### config.mk
export PLATFORM = sky130hd
export DESIGN_NAME = prv32_muldiv_seq_flat
export DESIGN_NICKNAME = d
export VERILOG_FILES = /design/src/rtl/prv32_muldiv_seq_pkg.sv /design/src/rtl/prv32_muldiv_seq_if.sv /design/src/rtl/prv32_muldiv_seq_sign_cond.sv /design/src/rtl/prv32_muldiv_seq.sv /design/src/flat_wrapper.sv
export SDC_FILE = /design/constraint.sdc
export NUM_CORES = 1
export LEC_CHECK = 0
export ABC_AREA = 1
export BUFFER_PORTS_ARGS = -buffer_cell sky130_fd_sc_hd__buf_2
export CAP_MARGIN = 5
export CELL_PAD_IN_SITES_DETAIL_PLACEMENT = 1
export CELL_PAD_IN_SITES_GLOBAL_PLACEMENT = 2
export CORE_ASPECT_RATIO = 1.25
export CORE_MARGIN = 1
export CORE_UTILIZATION = 36
export CTS_BUF_LIST = sky130_fd_sc_hd__clkbuf_16
export DETAILED_ROUTE_END_ITERATION = 10
export PLACE_DENSITY_LB_ADDON = 0.1
export RECOVER_POWER = 50
export SETUP_SLACK_MARGIN = 0.4
export SKIP_CTS_REPAIR_TIMING = 1
export SLEW_MARGIN = 40
export SYNTH_ARGS = -nofsm -noshare
export SYNTH_HDL_FRONTEND = slang
export SYNTH_HIERARCHICAL = 1
export SYNTH_SLANG_ARGS = --single-unit
### constraint.sdc
create_clock -name clk -period 12.85 [get_ports clk]
set_input_delay 2.57 -clock clk [delete_from_list [all_inputs] [get_ports clk]]
set_output_delay 2.57 -clock clk [all_outputs]
set_load 0.01 [all_outputs]
### src/rtl/prv32_muldiv_seq_pkg.sv
// Shared definitions for the sequential RV32M multiply/divide unit.
//   op_e    : funct3 encodings of the eight M-extension operations
//   state_e : FSM state encoding (exported on the debug port)
//   is_div_op : true for DIV/DIVU/REM/REMU (funct3 bit 2)
package prv32_muldiv_seq_pkg;

  typedef enum logic [2:0] {
    OP_MUL    = 3'b000,
    OP_MULH   = 3'b001,
    OP_MULHSU = 3'b010,
    OP_MULHU  = 3'b011,
    OP_DIV    = 3'b100,
    OP_DIVU   = 3'b101,
    OP_REM    = 3'b110,
    OP_REMU   = 3'b111
  } op_e;

  typedef enum logic [1:0] {
    ST_IDLE = 2'd0,
    ST_CALC = 2'd1,
    ST_FIX  = 2'd2,
    ST_DONE = 2'd3
  } state_e;

  function automatic logic is_div_op(input logic [2:0] op);
    return op[2];
  endfunction

endpackage

### src/rtl/prv32_muldiv_seq_if.sv
// Request/response bus of the multiply/divide unit.
//   master : issuing pipeline (drives flush, request fields, out_ready)
//   slave  : the unit (drives in_ready, out_valid, result, busy)
//
// Handshake: a transfer happens on a rising clk edge where valid and ready
// are both high. A source holds valid and its payload stable until that
// edge; the sink's ready never depends combinationally on the source's
// valid. Request side: in_valid/in_ready with op, a, b. Response side:
// out_valid/out_ready with result. flush kills any in-flight op.
interface prv32_muldiv_seq_if #(
  parameter int XLEN = 32
);
  logic            flush;
  logic            in_valid;
  logic            in_ready;
  logic [2:0]      op;
  logic [XLEN-1:0] a;
  logic [XLEN-1:0] b;
  logic            out_valid;
  logic            out_ready;
  logic [XLEN-1:0] result;
  logic            busy;

  modport master (
    output flush, in_valid, op, a, b, out_ready,
    input  in_ready, out_valid, result, busy
  );

  modport slave (
    input  flush, in_valid, op, a, b, out_ready,
    output in_ready, out_valid, result, busy
  );
endinterface

### src/rtl/prv32_muldiv_seq_sign_cond.sv
// Combinational operand conditioning for the multiply/divide unit.
//   op       : funct3 of the request
//   a, b     : raw rs1 / rs2 operands
//   sa, sb   : operand signs that matter for this op (0 for unsigned roles)
//   ma, mb   : operand magnitudes (two's-complement negated when sign set)
//   fast     : op completes without iterating (div by zero / signed overflow)
//   fast_val : architectural result for the fast path
module prv32_muldiv_seq_sign_cond
  import prv32_muldiv_seq_pkg::*;
#(
  parameter int XLEN = 32
) (
  input  logic [2:0]      op,
  input  logic [XLEN-1:0] a,
  input  logic [XLEN-1:0] b,
  output logic            sa,
  output logic            sb,
  output logic [XLEN-1:0] ma,
  output logic [XLEN-1:0] mb,
  output logic            fast,
  output logic [XLEN-1:0] fast_val
);

  localparam logic [XLEN-1:0] MIN_INT = {1'b1, {(XLEN-1){1'b0}}};

  op_e opc;
  logic signed_div;

  always_comb begin
    opc        = op_e'(op);
    sa         = 1'b0;
    sb         = 1'b0;
    fast       = 1'b0;
    fast_val   = '0;
    signed_div = (opc == OP_DIV) || (opc == OP_REM);

    unique case (opc)
      OP_MULH, OP_DIV, OP_REM: begin
        sa = a[XLEN-1];
        sb = b[XLEN-1];
      end
      // b is an unsigned operand for MULHSU, so only a carries a sign
      OP_MULHSU: sa = a[XLEN-1];
      default: ;
    endcase

    ma = sa ? (~a + 1'b1) : a;
    mb = sb ? (~b + 1'b1) : b;

    if (is_div_op(op)) begin
      if (b == '0) begin
        // op[1] separates REM/REMU (returns dividend) from DIV/DIVU (all ones)
        fast     = 1'b1;
        fast_val = op[1] ? a : '1;
      end else if (signed_div && (a == MIN_INT) && (b == '1)) begin
        fast     = 1'b1;
        fast_val = op[1] ? '0 : MIN_INT;
      end
    end
  end

endmodule

### src/rtl/prv32_muldiv_seq.sv
// Iterative RV32M multiply/divide unit, one result bit per clock.
//   clk, rst  : rising-edge clock, asynchronous active-high reset
//   bus       : request/response bus (slave side), see prv32_muldiv_seq_if
//   dbg_state : current FSM state, for observation only
// Multiply is shift-add into a 2*XLEN accumulator; divide is restoring
// division sharing the same register (remainder high half, dividend/quotient
// low half). Signs are stripped on accept and re-applied in FIX.
// Divide-by-zero and signed overflow skip straight to DONE.
module prv32_muldiv_seq
  import prv32_muldiv_seq_pkg::*;
#(
  parameter int XLEN = 32
) (
  input  logic                clk,
  input  logic                rst,
  prv32_muldiv_seq_if.slave   bus,
  output state_e              dbg_state
);

  localparam int CNT_W = $clog2(XLEN) + 1;
  localparam int IDX_W = $clog2(XLEN);
  localparam logic [CNT_W-1:0] LAST_ITER = CNT_W'(XLEN - 1);

  state_e            state;
  logic [CNT_W-1:0]  count;
  op_e               op_q;
  logic              sa_q;
  logic              sb_q;
  logic [XLEN-1:0]   ma;
  logic [XLEN-1:0]   mb;
  logic [2*XLEN-1:0] acc;
  logic [XLEN-1:0]   result_q;
  logic              out_valid_q;
  logic              busy_q;

  // Operand conditioning on the live request fields
  logic            c_sa;
  logic            c_sb;
  logic [XLEN-1:0] c_ma;
  logic [XLEN-1:0] c_mb;
  logic            c_fast;
  logic [XLEN-1:0] c_fast_val;

  prv32_muldiv_seq_sign_cond #(.XLEN(XLEN)) u_sign_cond (
    .op       (bus.op),
    .a        (bus.a),
    .b        (bus.b),
    .sa       (c_sa),
    .sb       (c_sb),
    .ma       (c_ma),
    .mb       (c_mb),
    .fast     (c_fast),
    .fast_val (c_fast_val)
  );

  // One iteration of either algorithm
  logic [IDX_W-1:0]  bit_idx;
  logic [2*XLEN-1:0] mul_add;
  logic [XLEN:0]     rem_sh;
  logic [XLEN:0]     rem_diff;
  logic              rem_ge;

  always_comb begin
    bit_idx  = count[IDX_W-1:0];
    mul_add  = mb[bit_idx] ? ({{XLEN{1'b0}}, ma} << bit_idx) : '0;
    // remainder shifted left with the next dividend bit (acc MSB of low half)
    rem_sh   = acc[2*XLEN-1:XLEN-1];
    rem_diff = rem_sh - {1'b0, mb};
    // The remainder stays below |b| before the shift, so rem_sh < 2*|b| and
    // the difference's top bit is clear exactly when rem_sh >= |b|.
    rem_ge   = ~rem_diff[XLEN];
  end

  // Sign fix-up and result selection
  logic [2*XLEN-1:0] prod_s;
  logic [XLEN-1:0]   quot_s;
  logic [XLEN-1:0]   rem_s;
  logic [XLEN-1:0]   fix_val;

  always_comb begin
    prod_s = (sa_q ^ sb_q) ? (~acc + 1'b1) : acc;
    quot_s = (sa_q ^ sb_q) ? (~acc[XLEN-1:0] + 1'b1) : acc[XLEN-1:0];
    rem_s  = sa_q ? (~acc[2*XLEN-1:XLEN] + 1'b1) : acc[2*XLEN-1:XLEN];
    unique case (op_q)
      OP_MUL:                      fix_val = prod_s[XLEN-1:0];
      OP_MULH, OP_MULHSU, OP_MULHU: fix_val = prod_s[2*XLEN-1:XLEN];
      OP_DIV, OP_DIVU:             fix_val = quot_s;
      default:                     fix_val = rem_s;
    endcase
  end

  always_ff @(posedge clk or posedge rst) begin
    if (rst) begin
      state       <= ST_IDLE;
      count       <= '0;
      op_q        <= OP_MUL;
      sa_q        <= 1'b0;
      sb_q        <= 1'b0;
      ma          <= '0;
      mb          <= '0;
      acc         <= '0;
      result_q    <= '0;
      out_valid_q <= 1'b0;
      busy_q      <= 1'b0;
    end else if (bus.flush) begin
      // Kill wins over everything; result keeps its last presented value
      state       <= ST_IDLE;
      count       <= '0;
      out_valid_q <= 1'b0;
      busy_q      <= 1'b0;
    end else begin
      unique case (state)
        ST_IDLE: begin
          if (bus.in_valid) begin
            op_q  <= op_e'(bus.op);
            sa_q  <= c_sa;
            sb_q  <= c_sb;
            ma    <= c_ma;
            mb    <= c_mb;
            count <= '0;
            if (c_fast) begin
              result_q    <= c_fast_val;
              out_valid_q <= 1'b1;
              state       <= ST_DONE;
            end else begin
              acc    <= is_div_op(bus.op) ? {{XLEN{1'b0}}, c_ma} : '0;
              busy_q <= 1'b1;
              state  <= ST_CALC;
            end
          end
        end
        ST_CALC: begin
          if (is_div_op(op_q)) begin
            acc <= {(rem_ge ? rem_diff[XLEN-1:0] : rem_sh[XLEN-1:0]),
                    acc[XLEN-2:0], rem_ge};
          end else begin
            acc <= acc + mul_add;
          end
          count <= count + 1'b1;
          if (count == LAST_ITER) state <= ST_FIX;
        end
        ST_FIX: begin
          result_q    <= fix_val;
          out_valid_q <= 1'b1;
          busy_q      <= 1'b0;
          state       <= ST_DONE;
        end
        ST_DONE: begin
          if (bus.out_ready) begin
            out_valid_q <= 1'b0;
            state       <= ST_IDLE;
          end
        end
        default: state <= ST_IDLE;
      endcase
    end
  end

  assign bus.in_ready  = (state == ST_IDLE);
  assign bus.out_valid = out_valid_q;
  assign bus.result    = result_q;
  assign bus.busy      = busy_q;
  assign dbg_state     = state;

endmodule

### src/flat_wrapper.sv
// flat-port wrapper written by rule: the top's interface ports become plain ports
module prv32_muldiv_seq_flat import prv32_muldiv_seq_pkg::*;
#(
  parameter int XLEN = 32
)
  (clk, rst, dbg_state, bus_flush, bus_in_valid, bus_op, bus_a, bus_b, bus_out_ready, bus_in_ready, bus_out_valid, bus_result, bus_busy);
  prv32_muldiv_seq_if #(.XLEN(XLEN)) bus_i ();
  input  logic clk;
  input  logic rst;
  output state_e dbg_state;
  input wire logic [$bits(bus_i.flush)-1:0] bus_flush;
  input wire logic [$bits(bus_i.in_valid)-1:0] bus_in_valid;
  input wire logic [$bits(bus_i.op)-1:0] bus_op;
  input wire logic [$bits(bus_i.a)-1:0] bus_a;
  input wire logic [$bits(bus_i.b)-1:0] bus_b;
  input wire logic [$bits(bus_i.out_ready)-1:0] bus_out_ready;
  output wire logic [$bits(bus_i.in_ready)-1:0] bus_in_ready;
  output wire logic [$bits(bus_i.out_valid)-1:0] bus_out_valid;
  output wire logic [$bits(bus_i.result)-1:0] bus_result;
  output wire logic [$bits(bus_i.busy)-1:0] bus_busy;
  assign bus_i.flush = bus_flush;
  assign bus_i.in_valid = bus_in_valid;
  assign bus_i.op = bus_op;
  assign bus_i.a = bus_a;
  assign bus_i.b = bus_b;
  assign bus_i.out_ready = bus_out_ready;
  assign bus_in_ready = bus_i.in_ready;
  assign bus_out_valid = bus_i.out_valid;
  assign bus_result = bus_i.result;
  assign bus_busy = bus_i.busy;
  prv32_muldiv_seq #(.XLEN(XLEN)) u_core (.clk(clk), .rst(rst), .bus(bus_i), .dbg_state(dbg_state));
endmodule
==> impl_metrics.toml <==
[setup_path]
critPathTopFamily = "buffers and inverters"
reg2reg_setup_slack_ns = 7.43
slowest_stage = "clkinvlp_2"
path_buf_inv = 2
r2r_end = "u_core/acc[54]"
crit_type = "input pin to asynchronous set/reset pin"
required_ns = 12.17
slowest_delay_ns = 2.91
cp_cell_sequence = "buf_2 -> clkinvlp_2"
cp-end-kind = "asynchronous set/reset pin"
reg2reg_from = "u_core/count[2]"
rr_worst_depth = 21
cp_max_fo = 110
arrival_ns = 5.75
start_kind = "input pin"

[route]
via_per_inst = 5.32
postRouteAntennaNets = 0
drt_iter0_markers = 2075
wl_met2_um = 59900
via_count = 29900
wl_met3_um = 5900
first_pass_iters = 5
top_layer_used = "met5"
met1_length_um = 53400
wl_um = 128000
routedWlPerCell_um = 22.8
drc = 0

[synthesis]
synth_cell_type_count = 54
syn_avg_cell_area_um2 = 5.36
syn_nets = 4848
synth-seq-cells = 175
netlist_area_um2 = 25000
yosysSeqAreaShare_pct = 17.5
async_flop_share_pct = 100
synth_flop_cell = "dfrtp_1"
ys.warnings.count = 6
syn_inst = 4669
synth-edff-count = 0

[placement]
port_buffers = 108
place_congestion = 0.973
post-place-ws_ns = 7.04
hpwl_um = 105000

[sta]
tns_ns = 0
fmax_ghz = 0.155
hold_viol = 0
setup_viol = 0
layout_setup_ws_ns = 6.41
worst_pin_slew_ns = 5.36
min_period_ns = 6.44
grt_setup_unrepaired = "false"
slew_headroom_pct = -257
finalClockSkew_ns = 0.0187
drv_slew = 111
period_share_pct = 50.1

[job]
drv_cap = 1

[hold_path]
holdPathStages = 2
hold_path_end = "u_core/bus.result[12]"
hold_class = "flop to flop"
min_from = "u_core/bus.result[12]"

[global_route]
grt_antenna_before_repair = 1
grt_pass1_vias = 29900
grt_max_degree = 111
globalRouteOverflowTotal = 0
track_usage_pct = 36.2
grt_pass1_wl_um = 190000

[floorplan]
die_w_um = 238
start_util_pct = 36.5
num_io_pins = 109
dieHeight_um = 297
core_um2 = 68500
die_area_um2 = 70600
row_count = 107

[final_layout]
nets = 4852
antenna_cells = 0
area_growth_pct = 6.91
drive_gt1_share_pct = 6.00
fill_cells = 9966

[pwr]
p_leak_nw = 14.7
power_per_cell_area_nw_per_um2 = 319
ir_drop_mv = 0.165

[cts]
cts_tree = "built"
root_buffer = "clkbuf_16"
cts.sinks = 175
clk_pin_slew_ns = 0.07
cts_buffer_depth = 2
clock_latency_ns = 0.52
htree_levels = 4
cts_buffers = 17

[outcome]
violations = "capacitance limit, slew limit"
status = "complete, but fails checks"
[power breakdown]
group	switching (mW)	internal (mW)	leakage [nW]	total [mW]
sequential	0.477	0.800	2.11	1.28
combinational	4.89	1.84	12.4	6.74
clock	0.263	0.264	0.262	0.527
[per-stage QoR]
stage	utilization, %	power (mW)	cell area [µm²]	hold slack, ns	instances
5_1_grt	39.1	9.19	26800	0.502	5612
3_3_place_gp	38.2	7.83	26200	0.458	5578
6_report	39.1	8.54	26800	0.480	5612
2_1_floorplan	-	5.34	25000	0.464	4669
3_5_place_dp	38.3	7.90	26200	0.462	5578
4_1_cts	39.1	8.45	26800	0.482	5610
[cells in the mapped netlist (21+ instances only)]
cell type	number	area, µm²
buf_2	39	195
inv_2	22	82.6
a21oi_2	28	245
nand3_1	337	1690
xor2_1	69	604
o21ai_0	178	891
buf_1	21	78.8
nand2_1	1617	6070
a22oi_1	26	195
clkbuf_1	65	244
nor2_1	550	2060
ha_1	105	1310
a21oi_1	288	1440
dfrtp_1	175	4380
nand4_1	30	188
o21ai_1	79	395
nor3_1	78	390
inv_1	748	2810
[how the worst max path moves through the flow]
stage | startpoint | endpoint | slack, ns | depth (start not counted)
finish | rst | u_core/count[0] | 6.41 | 2
global placement | bus_a[0] | u_core/acc[39] | 7.05 | 20
detailed placement | bus_a[0] | u_core/acc[57] | 7.04 | 20
global route | rst | u_core/count[0] | 5.61 | 2
CTS | bus_a[0] | u_core/acc[57] | 7.56 | 20
floorplan | rst | u_core/acc[0] | 5.53 | 1
[logic make-up after synthesis]
kind of cell,Yosys count,share of synthesized area (%)
buffers and inverters,929,14.8
AND/OR/NAND/NOR,2700,44.1
AO/OA/AOI/OAI,646,14.2
flip-flops,175,17.5
multiplexers,22,0.904
adder cells (fa/ha/maj),107,5.41
XOR/XNOR,90,3.18
[layout by cell type (no fill, tap or decap), types with 9 or more instances in the layout]
| cell type | instances |
|---|---|
| a21oi_1 | 288 |
| a21oi_2 | 28 |
| a22oi_1 | 26 |
| a31oi_1 | 11 |
| and2_1 | 12 |
| buf_2 | 89 |
| buf_4 | 27 |
| clkbuf_1 | 18 |
| clkbuf_16 | 17 |
| dfrtp_1 | 173 |
| ha_1 | 105 |
| inv_1 | 749 |
| inv_2 | 19 |
| mux2i_1 | 17 |
| nand2_1 | 1615 |
| nand2_2 | 18 |
| nand3_1 | 337 |
| nand4_1 | 30 |
| nor2_1 | 548 |
| nor2_2 | 21 |
| nor3_1 | 78 |
| o211ai_1 | 9 |
| o21ai_0 | 178 |
| o21ai_1 | 79 |
| xnor2_1 | 20 |
| xor2_1 | 69 |
[registers in the layout, indices dropped and copies added, names as in the netlist, 2 cells and up]
name / flops
u_core/acc: 64
u_core/bus.result: 32
u_core/ma: 32
u_core/mb: 32
u_core/count: 6
u_core/op_q: 3
u_core/dbg_state: 2
[layer usage]
layer | vias up | GRT usage, %
li1 | 14500 | -
met1 | 14300 | 44.1
met4 | 2 | 21.5
met3 | 270 | 4.54
met2 | 793 | 60.6
met5 | - | 0
[cell type report]
class / count / area, µm² / area share [%]
repair buffers: 139 / 788 / 2.94
multi-input cells: 3565 / 17000 / 63.4
clock inverters: 15 / 120 / 0.449
clock buffers: 17 / 425 / 1.59
well taps: 926 / 1160 / 4.33
flip-flops and latches: 175 / 4380 / 16.4
inverters: 775 / 2920 / 10.9
No activity file was read; power rests on OpenSTA's default activity.
